[config.mk]
export PLATFORM = sky130hd
export DESIGN_NAME = controlador_exibicao
export DESIGN_NICKNAME = d
export VERILOG_FILES = /design/src/rtl/controlador_exibicao.sv
export SDC_FILE = /design/constraint.sdc
export NUM_CORES = 1
export LEC_CHECK = 0
export ABC_CLOCK_PERIOD_IN_PS = 2400
export CAP_MARGIN = 20
export CORE_UTILIZATION = 49
export DETAILED_ROUTE_END_ITERATION = 16
export MAX_ROUTING_LAYER = met4
export PLACE_DENSITY = 0.87
export SLEW_MARGIN = 20
export SYNTH_ARGS = -nofsm -noshare
export SYNTH_HDL_FRONTEND = slang
export SYNTH_SLANG_ARGS = --single-unit
[constraint.sdc]
create_clock -name clock -period 2.4 [get_ports clock]
set_input_delay 0.36 -clock clock [delete_from_list [all_inputs] [get_ports clock]]
set_output_delay 0.36 -clock clock [all_outputs]
set_load 0.02 [all_outputs]
[src/rtl/controlador_exibicao.sv]
// Plays back a stored LED sequence: each step reads a pattern from memory, lights it,
// blanks it, then advances, with a fast mode that halves both intervals.
module controlador_exibicao #(
    parameter int unsigned TEMPO_ACESO   = 1000,
    parameter int unsigned TEMPO_APAGADO = 500
) (
    input  logic       clock,
    input  logic       reset,
    input  logic       iniciar,
    input  logic       cancelar,
    input  logic       dificuldade,
    input  logic [3:0] tamanho,
    input  logic [7:0] dado_memoria,
    output logic [3:0] endereco,
    output logic [7:0] leds,
    output logic       ocupado,
    output logic       pronto,
    output logic [3:0] db_estado
);

    localparam int unsigned TMAX = (TEMPO_ACESO > TEMPO_APAGADO) ? TEMPO_ACESO : TEMPO_APAGADO;
    localparam int unsigned TW   = (TMAX > 1) ? $clog2(TMAX) : 1;

    localparam logic [TW-1:0] ULT_ACESO_NORMAL   = TW'(TEMPO_ACESO - 1);
    localparam logic [TW-1:0] ULT_ACESO_RAPIDO   = TW'(TEMPO_ACESO / 2 - 1);
    localparam logic [TW-1:0] ULT_APAGADO_NORMAL = TW'(TEMPO_APAGADO - 1);
    localparam logic [TW-1:0] ULT_APAGADO_RAPIDO = TW'(TEMPO_APAGADO / 2 - 1);

    typedef enum logic [3:0] {
        Inicial = 4'd0,
        Prepara = 4'd1,
        Acende  = 4'd2,
        Apaga   = 4'd3,
        Proximo = 4'd4,
        Fim     = 4'd5
    } estado_t;

    estado_t       estado_q, estado_d;
    logic [3:0]    endereco_q, endereco_d;
    logic [TW-1:0] timer_q, timer_d;
    logic [7:0]    leds_d;
    logic          dif_q, dif_d;
    logic [3:0]    tam_q, tam_d;
    logic [TW-1:0] ult_aceso, ult_apagado;

    assign ult_aceso   = dif_q ? ULT_ACESO_RAPIDO : ULT_ACESO_NORMAL;
    assign ult_apagado = dif_q ? ULT_APAGADO_RAPIDO : ULT_APAGADO_NORMAL;

    always_comb begin
        estado_d   = estado_q;
        endereco_d = endereco_q;
        timer_d    = '0;
        leds_d     = leds;
        dif_d      = dif_q;
        tam_d      = tam_q;
        if (reset) begin
            estado_d   = Inicial;
            endereco_d = '0;
            leds_d     = '0;
        end else if (cancelar && (estado_q != Inicial)) begin
            estado_d   = Inicial;
            endereco_d = '0;
            leds_d     = '0;
        end else begin
            case (estado_q)
                Inicial: begin
                    if (iniciar) begin
                        dif_d      = dificuldade;
                        tam_d      = tamanho;
                        endereco_d = '0;
                        estado_d   = (tamanho == 4'd0) ? Fim : Prepara;
                    end
                end
                Prepara: begin
                    leds_d   = dado_memoria;
                    estado_d = Acende;
                end
                Acende: begin
                    if (timer_q == ult_aceso) begin
                        leds_d   = '0;
                        estado_d = Apaga;
                    end else begin
                        timer_d = timer_q + 1'b1;
                    end
                end
                Apaga: begin
                    if (timer_q == ult_apagado) begin
                        estado_d = Proximo;
                    end else begin
                        timer_d = timer_q + 1'b1;
                    end
                end
                Proximo: begin
                    if (endereco_q == tam_q - 4'd1) begin
                        estado_d = Fim;
                    end else begin
                        endereco_d = endereco_q + 4'd1;
                        estado_d   = Prepara;
                    end
                end
                Fim: begin
                    endereco_d = '0;
                    estado_d   = Inicial;
                end
                default: begin
                    endereco_d = '0;
                    leds_d     = '0;
                    estado_d   = Inicial;
                end
            endcase
        end
    end

    always_ff @(posedge clock) begin
        if (reset) begin
            estado_q   <= Inicial;
            endereco_q <= '0;
            timer_q    <= '0;
            leds       <= '0;
            dif_q      <= 1'b0;
            tam_q      <= '0;
            pronto     <= 1'b0;
            ocupado    <= 1'b0;
        end else begin
            estado_q   <= estado_d;
            endereco_q <= endereco_d;
            timer_q    <= timer_d;
            leds       <= leds_d;
            dif_q      <= dif_d;
            tam_q      <= tam_d;
            pronto     <= (estado_d == Fim);
            ocupado    <= (estado_d != Inicial);
        end
    end

    // The memory read has one cycle of latency, so it is fed the next-cycle address; the
    // pattern for the current address is then ready while PREPARA is active.
    assign endereco  = endereco_d;
    assign db_estado = estado_q;

endmodule

==> results of run 1 <==
[synth_stat cells, drive strengths merged]
| master | instances |
|---|---|
| ha | 3 |
| o21bai | 1 |
| nand2 | 9 |
| nor3b | 2 |
| o21ai | 3 |
| o22ai | 2 |
| inv | 4 |
| nor3 | 4 |
| xor2 | 10 |
| o2111ai | 2 |
| dfxtp | 33 |
| or4 | 3 |
| and3b | 1 |
| and2 | 1 |
| clkbuf | 3 |
| a31oi | 4 |
| nor4 | 1 |
| nand2b | 2 |
| a21boi | 1 |
| nor2b | 2 |
| and4b | 2 |
| o211ai | 1 |
| or3 | 1 |
| o2111a | 1 |
| nor2 | 24 |
| nand3 | 11 |
| a211oi | 1 |
| o21a | 1 |
| a221o | 1 |
| nor4bb | 4 |
| nand3b | 1 |
| conb | 1 |
| a22o | 8 |
| and3 | 4 |
| mux2i | 5 |
| xnor2 | 4 |
| a21oi | 6 |
| buf | 4 |
[flip-flops by register name, indices dropped and copies added, names as in the netlist]
register / flops
endereco_q: 4
timer_q: 10
db_estado: 4
leds: 8
tam_q: 4
ocupado: 1
pronto: 1
dif_q: 1
[metrics by stage]
stage	total power [mW]	instance area [um^2]	utilization	std cells	worst slack, ps
global placement	0.676	2100	0.688	265	-521
global route	1.03	2210	0.725	277	-240
floorplan	0.621	1580	-	171	100
finish	0.977	2210	0.725	277	-151
detailed placement	0.680	2100	0.688	265	-613
CTS	0.980	2180	0.715	276	-172
[timing repair]
| action | CTS | global route |
|---|---|---|
| gates resized for setup | 28 | 7 |
| pin swaps | 3 | 1 |
| cloned | 0 | 0 |
| setup endpoints to repair | 4 | 4 |
| buffers inserted | 3 | 2 |
| endpoints found under the hold margin | 0 | 0 |
[area by class of cell]
cell class / count / share of cell area
flip-flops and latches: 33 / 0.300
multi-input cells: 127 / 0.402
clock buffers: 6 / 0.0187
inverters: 4 / 0.00678
repair buffers: 61 / 0.243
well taps: 44 / 0.0249
clock inverters: 2 / 0.00452
[layer usage]
metal  routed length (um)  part of all wire
met1                 1540              0.42
met2                 1790              0.49
met3                  205             0.057
met4                   85             0.023
met5                    0                 0
[report_power, final]
group / switching (mW) / total (mW) / internal [mW]
clock: 0.190 / 0.301 / 0.111
sequential: 0.00570 / 0.560 / 0.555
combinational: 0.0484 / 0.115 / 0.0670
total: 0.244 / 0.977 / 0.733
[cells by family (layout without fill, tap and decap cells)]
group	count (synthesis)	after routing	synth area share
AOI/OAI and AO/OA	32	32	0.146
and+or+nand+nor	72	72	0.260
buffers and inverters	11	73	0.0367
xor gates and xnor gates	14	14	0.0781
muxes	5	5	0.0319
other	1	1	0.00239
DFF	33	33	0.421
adders and majority gates	3	3	0.0239
[worst paths after layout]
path,from,end,slack (ps),cells after the start
min reg2reg,timer_q[0],timer_q[0],480,1
max reg2reg,tam_q[0],db_estado[2],530,10
max,tam_q[0],endereco[3],-150,8
min,timer_q[0],timer_q[0],480,1
==> qor.txt, run 1 <==
status: finished with violations
failing checks: negative setup slack
launching element type of the critical path: flop
Most Used Layer, Global Route: met2
drt wl/cell: 13.1 um
fmax: 0.392 GHz
GR Util met1: 0.252
Worst Setup End Kind: primary output
clk_skew: 15.1 ps
Tmin final: 2550 ps
period utilization: 1.06
overall routing resource usage: 0.231
worst hold path class: flop to flop
Die Width: 58.6 um
# fillers: 240
WS Path Type: flop to primary output
initial antenna violation count: 0
multi-input logic area: 891 um^2
netlist area before placement: 1570 um^2
Num CTS Buffers: 5
Syn Nets: 191
Final setup viols: 4
Placement Rows: 20
syn avg cell area: 9.18 um^2
flops & latches, synth: 33
number of global-route vias before repair: 1425
Fin Hold WS: 484 ps
Slew Limit Fails: 0
via/cell ratio: 5.44
max-cap violations: 0
DRT Pass-1 Iters: 4
Synth cell types: 42
chip height: 58.6 um
Post-Synthesis Cells: 171
gpl congestion: 0.911
DRT iter0 DRCs: 59
DP HPWL: 2740 um
DRT antenna net count: 0
most frequent cells in the layout: 31 x dfxtp_1, 30 x clkdlybuf4s50_1, 28 x buf_4
setup slack after layout: -151 ps
H-tree levels: 2
Critical path buffers and inverters: 2
vias: 1508
share of cells above drive strength 1: 0.227
wirelength, routed: 3620 um
worst-path fanout max: 5
largest net degree at the start of global routing: 11
n_diodes: 0
worst stage delay on the critical path: 490 ps
Port Buffer Count: 34
area added between synthesis and finish: 41.1%
Worst-path clk slew: 110 ps
Arr. time, crit path: 2190 ps
Seq. cell area: 663 um^2
sequential share of the synthesized area: 0.421
CP required: 2040 ps
leading post-synthesis cells by cell area: dfxtp_1 42%, xor2_1 5.6%, nor2_1 5.5%, a22o_1 4.5%, nand3_1 3.5%
Top delay family on crit path: simple AND/OR/NAND/NOR gates
cell taking the most area after synthesis: dfxtp_1
CTS tree: built
TNS Setup: -472 ps
maximum vdd drop: 0.307 mV
Initial Util: 0.514
Static Leak: 0.894 nW
CTS Buffer Depth: 2
grt met2 use: 0.383
total gr overflow: 0
CP max-delay cell: or4_4
first-pass GRT wire length: 5810 um
nets: 252
pwr dens: 441 nW/um^2
Top-Level Pins: 35
worst-skew pair later-pin latency: 350 ps
Die ar.: 3430 um^2
Ys Warns: 0
Final Hold Fails: 0
hold_buf cts: 0
most common cell after layout, fill and taps aside: dfxtp_1
RSZ-0062 raised after global routing: yes
clock sink total: 33
core area: 3050 um^2
GR Util met3: 0.0747
top-area cell type share of the netlist area: 0.421
crit-path cells: inv_2 -> ha_4 -> xor2_1 -> nand2_1 -> and3b_2 -> or4_4 -> a31oi_2 -> buf_4
Root Buffer: clkbuf_4
DRC Markers: 0
No activity file was read; power rests on OpenSTA's default activity.
==> inputs of run 2 (changes only) <==
Settings changed: CORE_MARGIN set to 3.
==> run 2 against run 1 <==
Effect of this change:
- the run still ends with negative setup slack left
- global-route usage rose by 1.7 points
- largest power group unchanged
- sequential power about the same
- sequential share of layout area decreased by 1.3 points
- largest cell class unchanged
- critical endpoint unchanged
==> qor.txt, run 2 (synthesis gave the netlist of run 1 again) <==
Die Width: 62.6 um (+6.8%)
CTS tree: built
worst hold path class: flop to flop
fmax: 0.377 GHz (-3.8%)
Placement Rows: 19 (-5.0%)
Static Leak: 0.916 nW (+2.4%)
DRT iter0 DRCs: 88 (+49%)
DP HPWL: 3030 um (+11%)
WS Path Type: flop to primary output
Die ar.: 3920 um^2 (+14%)
Top delay family on crit path: simple AND/OR/NAND/NOR gates
share of cells above drive strength 1: 0.261 (+0.0332)
n_diodes: 0 (unchanged)
nets: 254 (+0.79%)
via/cell ratio: 5.93 (+9.0%)
hold_buf cts: 0 (unchanged)
largest net degree at the start of global routing: 11 (unchanged)
Seq. cell area: 663 um^2 (unchanged)
gpl congestion: 0.876 (-3.9%)
pwr dens: 437 nW/um^2 (-1.1%)
Clk pwr share: 0.313 (+0.005)
worst-path fanout max: 5 (unchanged)
worst-skew pair later-pin latency: 340 ps (about the same)
max-cap violations: 0 (unchanged)
Top-Level Pins: 35 (unchanged)
Top Registers: timer_q x10, leds x8
Psw: 0.247 mW (+1.1%)
max reg flops: 10 (unchanged)
DRT Pass-1 Iters: 4 (unchanged)
Final setup viols: 4 (unchanged)
Arr. time, crit path: 2290 ps (+100 ps)
Comb pwr share: 0.132 (+0.014)
placed cell count: 264 (-0.38%)
CP required: 2040 ps (about the same)
H-tree levels: 2 (unchanged)
Final Hold Fails: 0 (unchanged)
Num CTS Buffers: 5 (unchanged)
status: finished with violations
sequential fraction of design power: 0.555 (-0.018)
crit-path cells: inv_2 -> ha_4 -> xor2_2 -> xnor2_2 -> and3b_2 -> or4_4 -> a31oi_4 -> buf_6
chip height: 62.6 um (+6.8%)
core area: 2900 um^2 (-5.0%)
clk_skew: 9.74 ps (-5.33 ps)
failing checks: negative setup slack
area added between synthesis and finish: 47.6%
DRC Markers: 0 (unchanged)
DRT antenna net count: 0 (unchanged)
wirelength, routed: 4990 um (+38%)
Port Buffer Count: 34 (unchanged)
# fillers: 187 (-22%)
CP max-delay cell: or4_4
RSZ-0062 raised after global routing: yes
drt wl/cell: 18.1 um (+38%)
worst stage delay on the critical path: 510 ps (+20 ps)
vias: 1638 (+8.6%)
fin util: 0.799 (+0.0735)
most frequent cells in the layout: 31 x dfxtp_1, 30 x clkdlybuf4s50_1, 30 x buf_4
initial antenna violation count: 0 (unchanged)
maximum vdd drop: 0.414 mV (+35%)
overall routing resource usage: 0.248 (+0.0174)
launching element type of the critical path: flop
switch share: 0.244 (-0.00582)
Worst-path clk slew: 100 ps (about the same)
setup slack after layout: -251 ps (-100 ps)
Slew Limit Fails: 0 (unchanged)
multi-input logic area: 971 um^2 (+9.0%)
Root Buffer: clkbuf_4
period utilization: 1.10 (+0.0417)
CTS Buffer Depth: 2 (unchanged)
Power Internal: 0.765 mW (+4.3%)
clock sink total: 33 (unchanged)
first-pass GRT wire length: 7490 um (+29%)
Initial Util: 0.541 (+0.0270)
Non-Filler Instances: 276 (-0.36%)
Critical path buffers and inverters: 2 (unchanged)
Worst Setup End Kind: primary output
Largest Register: timer_q
total gr overflow: 0 (unchanged)
most common cell after layout, fill and taps aside: dfxtp_1
number of global-route vias before repair: 1567 (+10%)
Tmin final: 2650 ps (+100 ps)
## run 2: timing repair
item / CTS / global route
resized for setup: 31 / 17
setup buffers: 3 / 3
endpoints found under the setup margin: 4 / 4
pin swaps: 1 / 4
hold endpoints to repair: 0 / 0
gates cloned: 0 / 0
## run 2: power groups by stage
stage               clock network [mW]  logic (mW)  registers, mW
floorplan                            0      0.0441          0.576
global placement                     0       0.107          0.571
detailed placement                   0       0.111          0.572
CTS                              0.322       0.116          0.560
global route                     0.349       0.145          0.562
finish                           0.317       0.134          0.561
## run 2: cell type report
class | instances | share of cell area
flip-flops and latches | 33 | 0.286
inverters | 4 | 0.00648
repair buffers | 63 | 0.241
clock buffers | 7 | 0.0238
well taps | 42 | 0.0227
multi-input cells | 127 | 0.419
## run 2: worst reg2reg max path: cells and delay by family (launching register included)
family          cells  cell delay, ps
compound gates      2             510
flops               1             400
simple gates        3             850
## run 2: path summary, 6_finish.rpt
| kind | from | end | slack [ps] | depth (start not counted) |
|---|---|---|---|---|
| max | tam_q[1] | endereco[3] | -250 | 8 |
| min | leds[2] | leds[2] | 490 | 1 |
| max reg2reg | timer_q[4] | leds[0] | 530 | 5 |
| min reg2reg | leds[2] | leds[2] | 490 | 1 |
## run 2: routing by layer
layer  wire length [um]  share of wire  up-vias  GRT usage
met5                  0              0        -          -
met4                169          0.034        0     0.0771
met3                379          0.076       22     0.0701
met2               2570           0.52      101      0.423
met1               1870           0.37      772      0.281
li1                   -              -      743          -
## run 2: stage by stage
step	setup TNS [ps]	power (mW)	area [um^2]	hold slack, ps	setup WS (ps)
finish	-584	1.01	2320	494	-251
global route	-1190	1.06	2320	504	-342
CTS	-341	0.998	2210	492	-174
detailed placement	-1280	0.682	2110	470	-548
global placement	-1190	0.678	2110	460	-516
floorplan	0	0.621	1580	438	100
